<file path="src/rtl/dsp_decode.sv">
// Decode stage: same-cycle JMP/BRZ/zero-overhead LOOP redirect to fetch, registered fields to execute.
// Define DSP_DECODE_NEST_EN for a 2-level loop stack; the default build supports a single loop level.
module dsp_decode #(
  parameter int INST_W = 32,
  parameter int ADDR_W = 16,
  parameter int CNT_W  = 10
) (
  input  logic              clk,
  input  logic              rst,
  input  logic [INST_W-1:0] instruction_in,
  input  logic [ADDR_W-1:0] pc_in,
  input  logic              zero_flag,
  output logic [ADDR_W-1:0] jump_addr,
  output logic              jump_flag,
  output logic [5:0]        op_out,
  output logic [3:0]        rd_out,
  output logic [3:0]        rs_out,
  output logic [15:0]       imm_out,
  output logic              valid_out,
  output logic              loop_active,
  output logic              loop_err
);

  localparam logic [5:0] OP_JMP  = 6'h30;
  localparam logic [5:0] OP_BRZ  = 6'h31;
  localparam logic [5:0] OP_LOOP = 6'h32;

  typedef enum logic {IDLE, ACTIVE} state_t;
  state_t state, state_nxt;

  logic [5:0]        op_p0;
  logic [15:0]       imm_p0;
  logic [CNT_W-1:0]  cnt_p0;
  logic [ADDR_W-1:0] end_p0, pc_nxt_p0;
  logic              loop_ok_p0, br_taken_p0;

  logic [ADDR_W-1:0] lp_start, lp_start_nxt, lp_end, lp_end_nxt;
  logic [CNT_W-1:0]  lp_cnt, lp_cnt_nxt;
  logic              err_set, jflag_c;
  logic [ADDR_W-1:0] jaddr_c;

`ifdef DSP_DECODE_NEST_EN
  logic [ADDR_W-1:0] in_start, in_start_nxt, in_end, in_end_nxt;
  logic [CNT_W-1:0]  in_cnt, in_cnt_nxt;
  logic              in_vld, in_vld_nxt;
`endif

  // ---- p0: combinational decode and control-flow resolution ----
  always_comb begin
    op_p0       = instruction_in[31:26];
    imm_p0      = instruction_in[15:0];
    end_p0      = ADDR_W'(instruction_in[15:0]);
    cnt_p0      = CNT_W'(instruction_in[25:16]);
    if (cnt_p0 == '0) cnt_p0 = CNT_W'(1);
    pc_nxt_p0   = pc_in + ADDR_W'(1);
    loop_ok_p0  = (end_p0 >= pc_nxt_p0);
    br_taken_p0 = (op_p0 == OP_JMP) || ((op_p0 == OP_BRZ) && zero_flag);

    state_nxt    = state;
    lp_start_nxt = lp_start;
    lp_end_nxt   = lp_end;
    lp_cnt_nxt   = lp_cnt;
    err_set      = 1'b0;
    jflag_c      = 1'b0;
    jaddr_c      = ADDR_W'(imm_p0);
`ifdef DSP_DECODE_NEST_EN
    in_start_nxt = in_start;
    in_end_nxt   = in_end;
    in_cnt_nxt   = in_cnt;
    in_vld_nxt   = in_vld;
`endif

    if (br_taken_p0) begin
      jflag_c = 1'b1;
`ifdef DSP_DECODE_NEST_EN
    end else if (in_vld && (pc_in == in_end)) begin
      // Inner level owns a shared end address; the outer level waits for its next arrival.
      if (in_cnt > CNT_W'(1)) begin
        jflag_c    = 1'b1;
        jaddr_c    = in_start;
        in_cnt_nxt = in_cnt - CNT_W'(1);
      end else begin
        in_vld_nxt = 1'b0;
      end
`endif
    end else if ((state == ACTIVE) && (pc_in == lp_end)) begin
      if (lp_cnt > CNT_W'(1)) begin
        jflag_c    = 1'b1;
        jaddr_c    = lp_start;
        lp_cnt_nxt = lp_cnt - CNT_W'(1);
      end else begin
        state_nxt = IDLE;
`ifdef DSP_DECODE_NEST_EN
        in_vld_nxt = 1'b0;
`endif
      end
    end else if (op_p0 == OP_LOOP) begin
`ifdef DSP_DECODE_NEST_EN
      if (!loop_ok_p0 || in_vld) begin
        err_set = 1'b1;
      end else if (state == IDLE) begin
        lp_start_nxt = pc_nxt_p0;
        lp_end_nxt   = end_p0;
        lp_cnt_nxt   = cnt_p0;
        state_nxt    = ACTIVE;
      end else begin
        in_start_nxt = pc_nxt_p0;
        in_end_nxt   = end_p0;
        in_cnt_nxt   = cnt_p0;
        in_vld_nxt   = 1'b1;
      end
`else
      if (!loop_ok_p0 || (state == ACTIVE)) begin
        err_set = 1'b1;
      end else begin
        lp_start_nxt = pc_nxt_p0;
        lp_end_nxt   = end_p0;
        lp_cnt_nxt   = cnt_p0;
        state_nxt    = ACTIVE;
      end
`endif
    end
  end

  assign jump_flag   = jflag_c & ~rst;
  assign jump_addr   = jaddr_c;
  assign loop_active = (state == ACTIVE);

  // ---- p1: registered fields and loop state ----
  always_ff @(posedge clk or posedge rst) begin
    if (rst) begin
      state     <= IDLE;
      lp_start  <= '0;
      lp_end    <= '0;
      lp_cnt    <= '0;
      loop_err  <= 1'b0;
      valid_out <= 1'b0;
      op_out    <= '0;
      rd_out    <= '0;
      rs_out    <= '0;
      imm_out   <= '0;
    end else begin
      state     <= state_nxt;
      lp_start  <= lp_start_nxt;
      lp_end    <= lp_end_nxt;
      lp_cnt    <= lp_cnt_nxt;
      loop_err  <= loop_err | err_set;
      valid_out <= 1'b1;
      op_out    <= op_p0;
      rd_out    <= instruction_in[25:22];
      rs_out    <= instruction_in[21:18];
      imm_out   <= imm_p0;
    end
  end

`ifdef DSP_DECODE_NEST_EN
  always_ff @(posedge clk or posedge rst) begin
    if (rst) begin
      in_start <= '0;
      in_end   <= '0;
      in_cnt   <= '0;
      in_vld   <= 1'b0;
    end else begin
      in_start <= in_start_nxt;
      in_end   <= in_end_nxt;
      in_cnt   <= in_cnt_nxt;
      in_vld   <= in_vld_nxt;
    end
  end
`endif

endmodule
</file>
<file path="config.mk">
export PLATFORM = sky130hd
export DESIGN_NAME = dsp_decode
export DESIGN_NICKNAME = d
export VERILOG_FILES = /design/src/rtl/dsp_decode.sv
export SDC_FILE = /design/constraint.sdc
export NUM_CORES = 1
export LEC_CHECK = 0
export BUFFER_PORTS_ARGS = -buffer_cell sky130_fd_sc_hd__buf_2
export CAP_MARGIN = 20
export CELL_PAD_IN_SITES_DETAIL_PLACEMENT = 0
export CELL_PAD_IN_SITES_GLOBAL_PLACEMENT = 1
export CORE_ASPECT_RATIO = 0.5
export CORE_UTILIZATION = 44
export DETAILED_ROUTE_END_ITERATION = 7
export PLACE_DENSITY = 0.9
export SETUP_SLACK_MARGIN = 0.1
export SLEW_MARGIN = 20
export SYNTH_ARGS = -nofsm -noshare
export SYNTH_HDL_FRONTEND = slang
export SYNTH_SLANG_ARGS = --single-unit
</file>
<file path="constraint.sdc">
create_clock -name clk -period 7.82 [get_ports clk]
set_input_delay 1.564 -clock clk [delete_from_list [all_inputs] [get_ports clk]]
set_output_delay 1.564 -clock clk [all_outputs]
set_load 0.02 [all_outputs]
</file>
==> results of run 1 <==
cell families after synthesis:
family          Yosys count
mux                      32
xor+xnor                 30
simple gates            100
flops                    75
buf+inv                  27
compound gates           61
other cells               1
fa+ha+maj                19
synthesized netlist by cell type, types with 3 or more instances:
master    number  area share
mux2_1        31       0.091
nand2_1       30       0.029
a21oi_1       10       0.013
nor2_1        15       0.015
buf_2          4      0.0052
xnor2_1        9       0.021
nand3_1       11       0.014
clkbuf_1       4      0.0039
a211oi_2       3      0.0098
o21ai_0       15       0.020
ha_1          19       0.062
a221oi_1       3      0.0069
nand4_1        5      0.0082
xor2_1        21       0.048
nor3_1         7      0.0092
nor4_1         7       0.011
o21ai_1        8       0.010
dfrtp_1       75        0.49
inv_1         18       0.018
and3_1         8       0.013
final cells by class:
| type | instances | area, um2 | share of cell area |
|---|---|---|---|
| tap | 112 | 140 | 0.0292 |
| timing repair buffer | 102 | 536 | 0.112 |
| multi-input combinational | 243 | 1830 | 0.381 |
| sequential | 75 | 1880 | 0.392 |
| clock buffer | 12 | 246 | 0.0514 |
| clock inverter | 4 | 97.6 | 0.0204 |
| inverter | 18 | 67.6 | 0.0141 |
worst register-to-register path, delay by kind of cell, from the launching register on:
kind | cells | cell delay (ps)
AND/OR/NAND/NOR | 3 | 1120
AO/OA/AOI/OAI | 2 | 680
flip-flops | 1 | 390
XOR/XNOR | 1 | 160
flip-flops by register name, summed over array words and instances (netlist names):
signal and cells:
imm_out 16, lp_end 16, lp_start 16, lp_cnt 10, op_out 6, rd_out 4
rs_out 4, loop_active 1, loop_err 1, valid_out 1
worst min path at each step:
stage	to	slack, ps	depth (start not counted)
5_1_grt	loop_err	510	2
4_1_cts	lp_start[9]	480	2
3_3_place_gp	loop_err	440	2
3_5_place_dp	lp_start[9]	470	2
6_report	lp_start[6]	470	2
2_1_floorplan	lp_start[0]	440	2
per-stage QoR:
stage | std cells | worst slack, ps | utilization
after global routing | 566 | 2240 | 0.584
after detailed placement | 549 | 2410 | 0.539
after CTS | 565 | 2410 | 0.581
after global placement | 549 | 2450 | 0.539
final | 566 | 2440 | 0.584
after floorplan | 345 | 3090 | -
where the power goes:
| group | internal, mW | switching [mW] |
|---|---|---|
| clock | 0.321 | 0.156 |
| sequential | 0.428 | 0.0265 |
| combinational | 0.0660 | 0.0923 |
| total | 0.815 | 0.275 |
layer usage:
layer  GRT usage  up-vias  share of wire
met4      0.0611        0         0.0084
met2       0.339       54           0.47
li1            -     1447              -
met1       0.272     1419           0.49
met3      0.0526        7          0.037
met5           0        -              0
==> impl_metrics.toml, run 1 <==
[yosys]
synth_nets = 415
synth-seq-area-share = 0.491
async_reset_ff_frac = 1.00
synth_fa_ha_area_frac = 0.0623
synth_top_family_by_area = "simple AND/OR/NAND/NOR gates"
synthesis.area_mm2 = 0.00382
synth_seq_cells = 75
synth.avg_cell_area_um2 = 11.1
muxShareOfSynthArea = 0.0940
post_synth_and_or_nand_nor_area_fraction = 0.137
synth_compound_area_frac = 0.115
ys.flop_type = "dfrtp_1"
synth_edf_count = 0
synth_xor_area_frac = 0.0688
netlist_instances = 345
ys_warn_count = 0
ys_types = 54

[setup_path]
reg2reg_to = "lp_cnt[7]"
cp.depth = 8
cp-startpoint = "pc_in[8]"
cp.required_ps = 6260
path_cells = "buf_2 > xor2_1 > nor4_1 > and3_1 > and2_1 > nand2_4 > mux2_1 > buf_2"
crit_path_max_fanout = 16
criticalPathCategory = "input port to primary output"
critPathCapture = "jump_addr[2]"
cp-end-kind = "primary output"
r2r_cells = 6
crit_buf_inv = 2
slowest_stage = "nor4_1"
cpLargestDelayFamily = "simple AND/OR/NAND/NOR gates"
max_stage_delay_ps = 510
startpoint_type = "input port"
crit_arrival_ps = 3810
r2r-start = "lp_end[10]"
r2r_setup_slack_ps = 5360
crit_top_cell = "buf_2"

[cells_and_area]
layout-drive-gt1-share = 0.284
syn_to_final_growth_pct = 25.5
most-common-layout-cells = "100 x buf_2, 75 x dfrtp_1, 31 x mux2_1, 30 x nand2_1, 21 x xor2_1"
stdcell_area_mm2 = 0.00479
diodes = 0
n_fill_cell = 693
nets = 519
final_common_cell = "buf_2"

[sta]
hold_viol_final = 0
relSlewSlack = 0.370
tns_ps = 0
period_minus_slack_ps = 5380
setup_violations = 0
fmax_mhz = 186
clock_skew_ps = 6.52
rsz0062_at_grt = "no"
tightest_slew_ps = 945
fin_crit_sh = 0.688
drv_slew = 0
timing.hold.ws_ps = 473

[die]
start_util = 0.466
top_level_ports = 101
core_area_mm2 = 0.00820
die_y_um = 67.9
num_rows = 23
chipWidth_um = 134
fp.dieArea_mm2 = 0.00908

[cts]
clockBufferDepth = 2
root_buffer = "clkbuf_16"
cts_buffers = 9
holdBufCountCts = 0
clkTransAtPathRegs_ps = 50
cts_resized = 0
cts_tree = "yes"
insertion_delay_ps = 340
htree_levels = 3
post_cts_buffers = 0
clock-sinks = 75

[drt]
vias_per_cell = 5.17
drt_wl_total_mm = 8.53
antenna_left = 0
drt_pass1_iterations = 4
wl_per_cell_um = 15.1
drtIter0Drc = 145
drc = 0
vias = 2927

[grt]
grt.total_usage = 0.206
grt_pass1_wl_mm = 14.0
grt.overflow.total = 0
antenna_found_initial = 0
grt_max_degree = 76
grt_pass1_vias = 2809

[hold_path]
min_path_type = "flop to flop"
min_from = "lp_start[6]"

[flow_run]
maxCapViolations = 0

[outcome]
status = "finished, final reports clean"

[pwr]
total_power_mw = 1.09
p_per_area_mw_per_mm2 = 227
p_leak_nw = 2.30
peakVddDrop_uv = 115

[placed_design]
dp_hpwl_mm = 6.23
port_buffers = 100
place_congestion = 0.782
post_dp_cell_area_mm2 = 0.00442
Note: power is estimated with default switching activity, not from simulation.
==> run 2: changes to the inputs <==
--- a/config.mk
+++ b/config.mk
@@ -10,9 +10,9 @@
 export CELL_PAD_IN_SITES_DETAIL_PLACEMENT = 0
 export CELL_PAD_IN_SITES_GLOBAL_PLACEMENT = 1
 export CORE_ASPECT_RATIO = 0.5
-export CORE_UTILIZATION = 44
+export CORE_UTILIZATION = 37
 export DETAILED_ROUTE_END_ITERATION = 7
-export PLACE_DENSITY = 0.9
+export PLACE_DENSITY = 0.81
 export SETUP_SLACK_MARGIN = 0.1
 export SLEW_MARGIN = 20
 export SYNTH_ARGS = -nofsm -noshare
==> constraint.sdc (replaced) <==
create_clock -name clk -period 4.35 [get_ports clk]
set_input_delay 0.87 -clock clk [delete_from_list [all_inputs] [get_ports clk]]
set_output_delay 0.87 -clock clk [all_outputs]
set_load 0.02 [all_outputs]
==> impl_metrics.toml, run 2 (synthesized netlist as in run 1, its figures left out) <==
[outcome]
status = "finished, final reports clean"

[cells_and_area]
final_common_cell = "buf_2"
multi_input_area_mm2 = 0.00183
stdcell_area_mm2 = 0.00485
nets = 522
diodes = 0
layout-drive-gt1-share = 0.293
largestRegisters = "imm_out (16), lp_end (16), lp_start (16)"
most-common-layout-cells = "100 x buf_2, 75 x dfrtp_1, 31 x mux2_1, 30 x nand2_1, 21 x xor2_1"
n_fill_cell = 921
regArea_mm2 = 0.00188
syn_to_final_growth_pct = 27.1

[sta]
hold_viol_final = 0
drv_slew = 0
clock_skew_ps = 8.54
tns_ps = 0
relSlewSlack = 0.469
fin_crit_sh = 0.872
setup_violations = 0
timing.hold.ws_ps = 466
rsz0062_at_grt = "no"
tightest_slew_ps = 795
period_minus_slack_ps = 3790
fmax_mhz = 264

[drt]
vias_per_cell = 4.96
drt_wl_total_mm = 9.36
topRoutingLayerUsed = "met4"
wl_per_cell_um = 15.8
wirelength_met1_mm = 4.61
drtIter0Drc = 97
wl_met2_mm = 4.32
drc = 0
vias = 2934
antenna_left = 0
route.met3.wl_um = 320
drt_pass1_iterations = 4

[pwr]
p_leak_nw = 2.33
p_per_area_mw_per_mm2 = 413
peakVddDrop_uv = 201
total_power_mw = 2.00

[die]
top_level_ports = 101
num_rows = 25
chipWidth_um = 146
start_util = 0.393
core_area_mm2 = 0.00973
fp.dieArea_mm2 = 0.0108
die_y_um = 73.8

[hold_path]
min_path_type = "flop to flop"

[setup_path]
cp-end-kind = "primary output"
crit_path_max_fanout = 16
startpoint_type = "input port"
criticalPathCategory = "input port to primary output"
crit_arrival_ps = 2920
cp.required_ps = 3480

[cts]
cts_resized = 0
htree_levels = 3
cts_buffers = 9
clockBufferDepth = 2
root_buffer = "clkbuf_16"
cts_tree = "yes"
clock-sinks = 75
post_cts_buffers = 0
clkTransAtPathRegs_ps = 60
holdBufCountCts = 0
insertion_delay_ps = 350

[placed_design]
port_buffers = 100
place_congestion = 0.802
dp_hpwl_mm = 6.95
post_dp_cell_area_mm2 = 0.00449

[grt]
grt.total_usage = 0.188
grt.overflow.total = 0
antenna_found_initial = 0
grt_pass1_vias = 2948
grt_max_degree = 46
grt_pass1_wl_mm = 15.3

[flow_run]
maxCapViolations = 0
run 2: cell count changes in the layout (fill, tap and decap cells not counted), sizes merged:
cell,before,now
buf,102,105
clkinv,0,2
clkinvlp,1,0
inv,18,17
run 2: worst max-delay path, stage by stage:
cell,delay (ps)
buf_2,140
xor2_1,160
nor4_1,490
and3_1,320
and2_1,220
nand2_4,190
mux2_1,360
buf_2,170
run 2: metal layers:
metal | track usage | vias to the layer above
li1 | - | 1458
met1 | 0.250 | 1420
met2 | 0.294 | 46
met3 | 0.0503 | 10
met4 | 0.0749 | 0
met5 | 0 | -
run 2: layout make-up:
type | instances | area share
clock buffer | 12 | 0.0549
clock inverter | 4 | 0.0196
inverter | 18 | 0.0142
multi-input combinational | 243 | 0.377
sequential | 75 | 0.387
tap | 135 | 0.0348
timing repair buffer | 105 | 0.113
run 2: metrics by stage:
step            util  setup WS, ps  instances
2_1_floorplan      -           704        345
3_5_place_dp   0.462           312        576
6_report       0.499           556        592
4_1_cts        0.499           540        592
5_1_grt        0.499           362        592
3_3_place_gp   0.462           489        576
run 2: worst paths after layout:
kind                       startpoint      endpoint  slack [ps]  depth (start not counted)
min in group asynchronous         rst     rd_out[2]         660                          2
max reg2reg                lp_end[10]     lp_cnt[6]        1960                          6
min                          loop_err      loop_err         470                          2
min reg2reg                  loop_err      loop_err         470                          2
max in group asynchronous         rst     rs_out[1]        2780                          3
max                          pc_in[7]  jump_addr[2]         560                          8
run 2: where the power goes:
| group | leakage [nW] | switching, mW | internal (mW) | total [mW] |
|---|---|---|---|---|
| combinational | 1.24 | 0.167 | 0.119 | 0.286 |
| clock | 0.179 | 0.292 | 0.606 | 0.898 |
| sequential | 0.915 | 0.0499 | 0.770 | 0.820 |
| total | 2.33 | 0.509 | 1.50 | 2.00 |
==> run 3: changes to the inputs <==
--- a/config.mk
+++ b/config.mk
@@ -12,7 +12,9 @@
 export CORE_ASPECT_RATIO = 0.5
 export CORE_UTILIZATION = 37
 export DETAILED_ROUTE_END_ITERATION = 7
+export HOLD_SLACK_MARGIN = 0.06
 export PLACE_DENSITY = 0.81
+export REMOVE_ABC_BUFFERS = 1
 export SETUP_SLACK_MARGIN = 0.1
 export SLEW_MARGIN = 20
 export SYNTH_ARGS = -nofsm -noshare
==> impl_metrics.toml, run 3 (synthesized netlist as in run 1, its figures left out) <==
[cells_and_area]
final_common_cell = "buf_2"
syn_to_final_growth_pct = 26.1
largestRegisters = "imm_out (16), lp_end (16), lp_start (16)"
diodes = 0
layout-drive-gt1-share = 0.293
nets = 523
most-common-layout-cells = "100 x buf_2, 75 x dfrtp_1, 31 x mux2_1, 30 x nand2_1, 21 x xor2_1"

[cts]
cts_buffers = 9
clkTransAtPathRegs_ps = 60
insertion_delay_ps = 340
clock-sinks = 75
cts_tree = "yes"
root_buffer = "clkbuf_16"
clockBufferDepth = 2
post_cts_buffers = 0
cts_resized = 0
holdBufCountCts = 0
htree_levels = 3

[sta]
hold_viol_final = 0
clock_skew_ps = 5.30
relSlewSlack = 0.451
fin_crit_sh = 0.868
drv_slew = 0
period_minus_slack_ps = 3770
fmax_mhz = 265
tns_ps = 0
rsz0062_at_grt = "no"
tightest_slew_ps = 822
setup_violations = 0

[placed_design]
port_buffers = 100
dp_hpwl_mm = 6.89
place_congestion = 0.841

[setup_path]
reg2reg_to = "lp_cnt[5]"
crit_top_cell = "buf_2"
crit_path_max_fanout = 16
path_cells = "buf_2 > xor2_1 > nor4_1 > and3_1 > and2_1 > nand2_4 > mux2_1 > buf_2"
r2r-start = "lp_end[10]"
r2r_cells = 6
max_stage_delay_ps = 470
criticalPathCategory = "input port to primary output"
cp-end-kind = "primary output"
slowest_stage = "nor4_1"
startpoint_type = "input port"
crit_arrival_ps = 2900
cp.required_ps = 3480
r2r_setup_slack_ps = 1930

[pwr]
total_power_mw = 1.92
p_sw_uw = 502
internal_power_mw = 1.42
switching_share = 0.261
seqPwrFrac = 0.426
p_per_area_mw_per_mm2 = 399
p_leak_nw = 2.31
comb_power_share = 0.149
clockPowerShare = 0.425
peakVddDrop_uv = 199

[die]
fp.dieArea_mm2 = 0.0108
core_area_mm2 = 0.00973
top_level_ports = 101
chipWidth_um = 146
start_util = 0.393
num_rows = 25
die_y_um = 73.8

[drt]
antenna_left = 0
wl_per_cell_um = 15.3
drt_wl_total_mm = 9.09
drtIter0Drc = 156
vias = 2949
drc = 0
vias_per_cell = 4.97
drt_pass1_iterations = 4

[grt]
grt.total_usage = 0.182
grt_pass1_vias = 2830
grt.overflow.total = 0
grt_max_degree = 47
grt_pass1_wl_mm = 14.9
antenna_found_initial = 0

[hold_path]
min_path_type = "flop to flop"
holdPathEnd = "loop_err"
min_from = "loop_err"
whs_path_depth = 2

[flow_run]
maxCapViolations = 0

[outcome]
status = "finished, final reports clean"
## run 3: power groups by stage
| stage | Sequential (mW) | Clock (mW) | Combinational [mW] |
|---|---|---|---|
| 3_3_place_gp | 0.829 | 0 | 0.285 |
| 4_1_cts | 0.819 | 0.839 | 0.290 |
| 2_1_floorplan | 0.841 | 0 | 0.161 |
| 6_report | 0.820 | 0.818 | 0.286 |
| 5_1_grt | 0.830 | 0.868 | 0.321 |
| 3_5_place_dp | 0.832 | 0 | 0.289 |
## run 3: per-layer routing
| metal | global-route usage | wire (um) |
|---|---|---|
| met5 | 0 | 0 |
| met4 | 0.0491 | 93 |
| met3 | 0.0460 | 365 |
| met2 | 0.287 | 3980 |
| met1 | 0.251 | 4650 |
## run 3: layout make-up
class                      instances  area [um2]
timing repair buffer             106         546
inverter                          18        68.8
tap                              135         169
clock buffer                      12         256
multi-input combinational        243        1830
fill                             910        4910
clock inverter                     4        72.6
sequential                        75        1880
## run 3: metrics by stage
stage	worst slack, ps	util	std cells	hold slack (ps)	area (um2)
after detailed placement	314	0.461	577	452	4490
after global routing	353	0.495	593	501	4820
final	576	0.495	593	467	4820
after global placement	448	0.461	577	449	4490
after floorplan	689	-	336	443	3770
after CTS	631	0.495	593	467	4820
## run 3: worst max path at each step
stage                  start            to  slack, ps  depth (start not counted)
floorplan           pc_in[2]    lp_end[10]        690                         11
global placement    pc_in[2]     lp_cnt[6]        450                         14
detailed placement  pc_in[2]     lp_cnt[5]        310                         14
CTS                 pc_in[8]  jump_addr[2]        630                          8
global route        pc_in[2]     lp_cnt[7]        350                         14
finish              pc_in[8]  jump_addr[2]        580                          8
## run 3: critical path, delay by kind of cell
family	cells	cell delay, ps
XOR/XNOR	1	160
multiplexers	1	370
AND/OR/NAND/NOR	4	1180
buffers and inverters	2	300
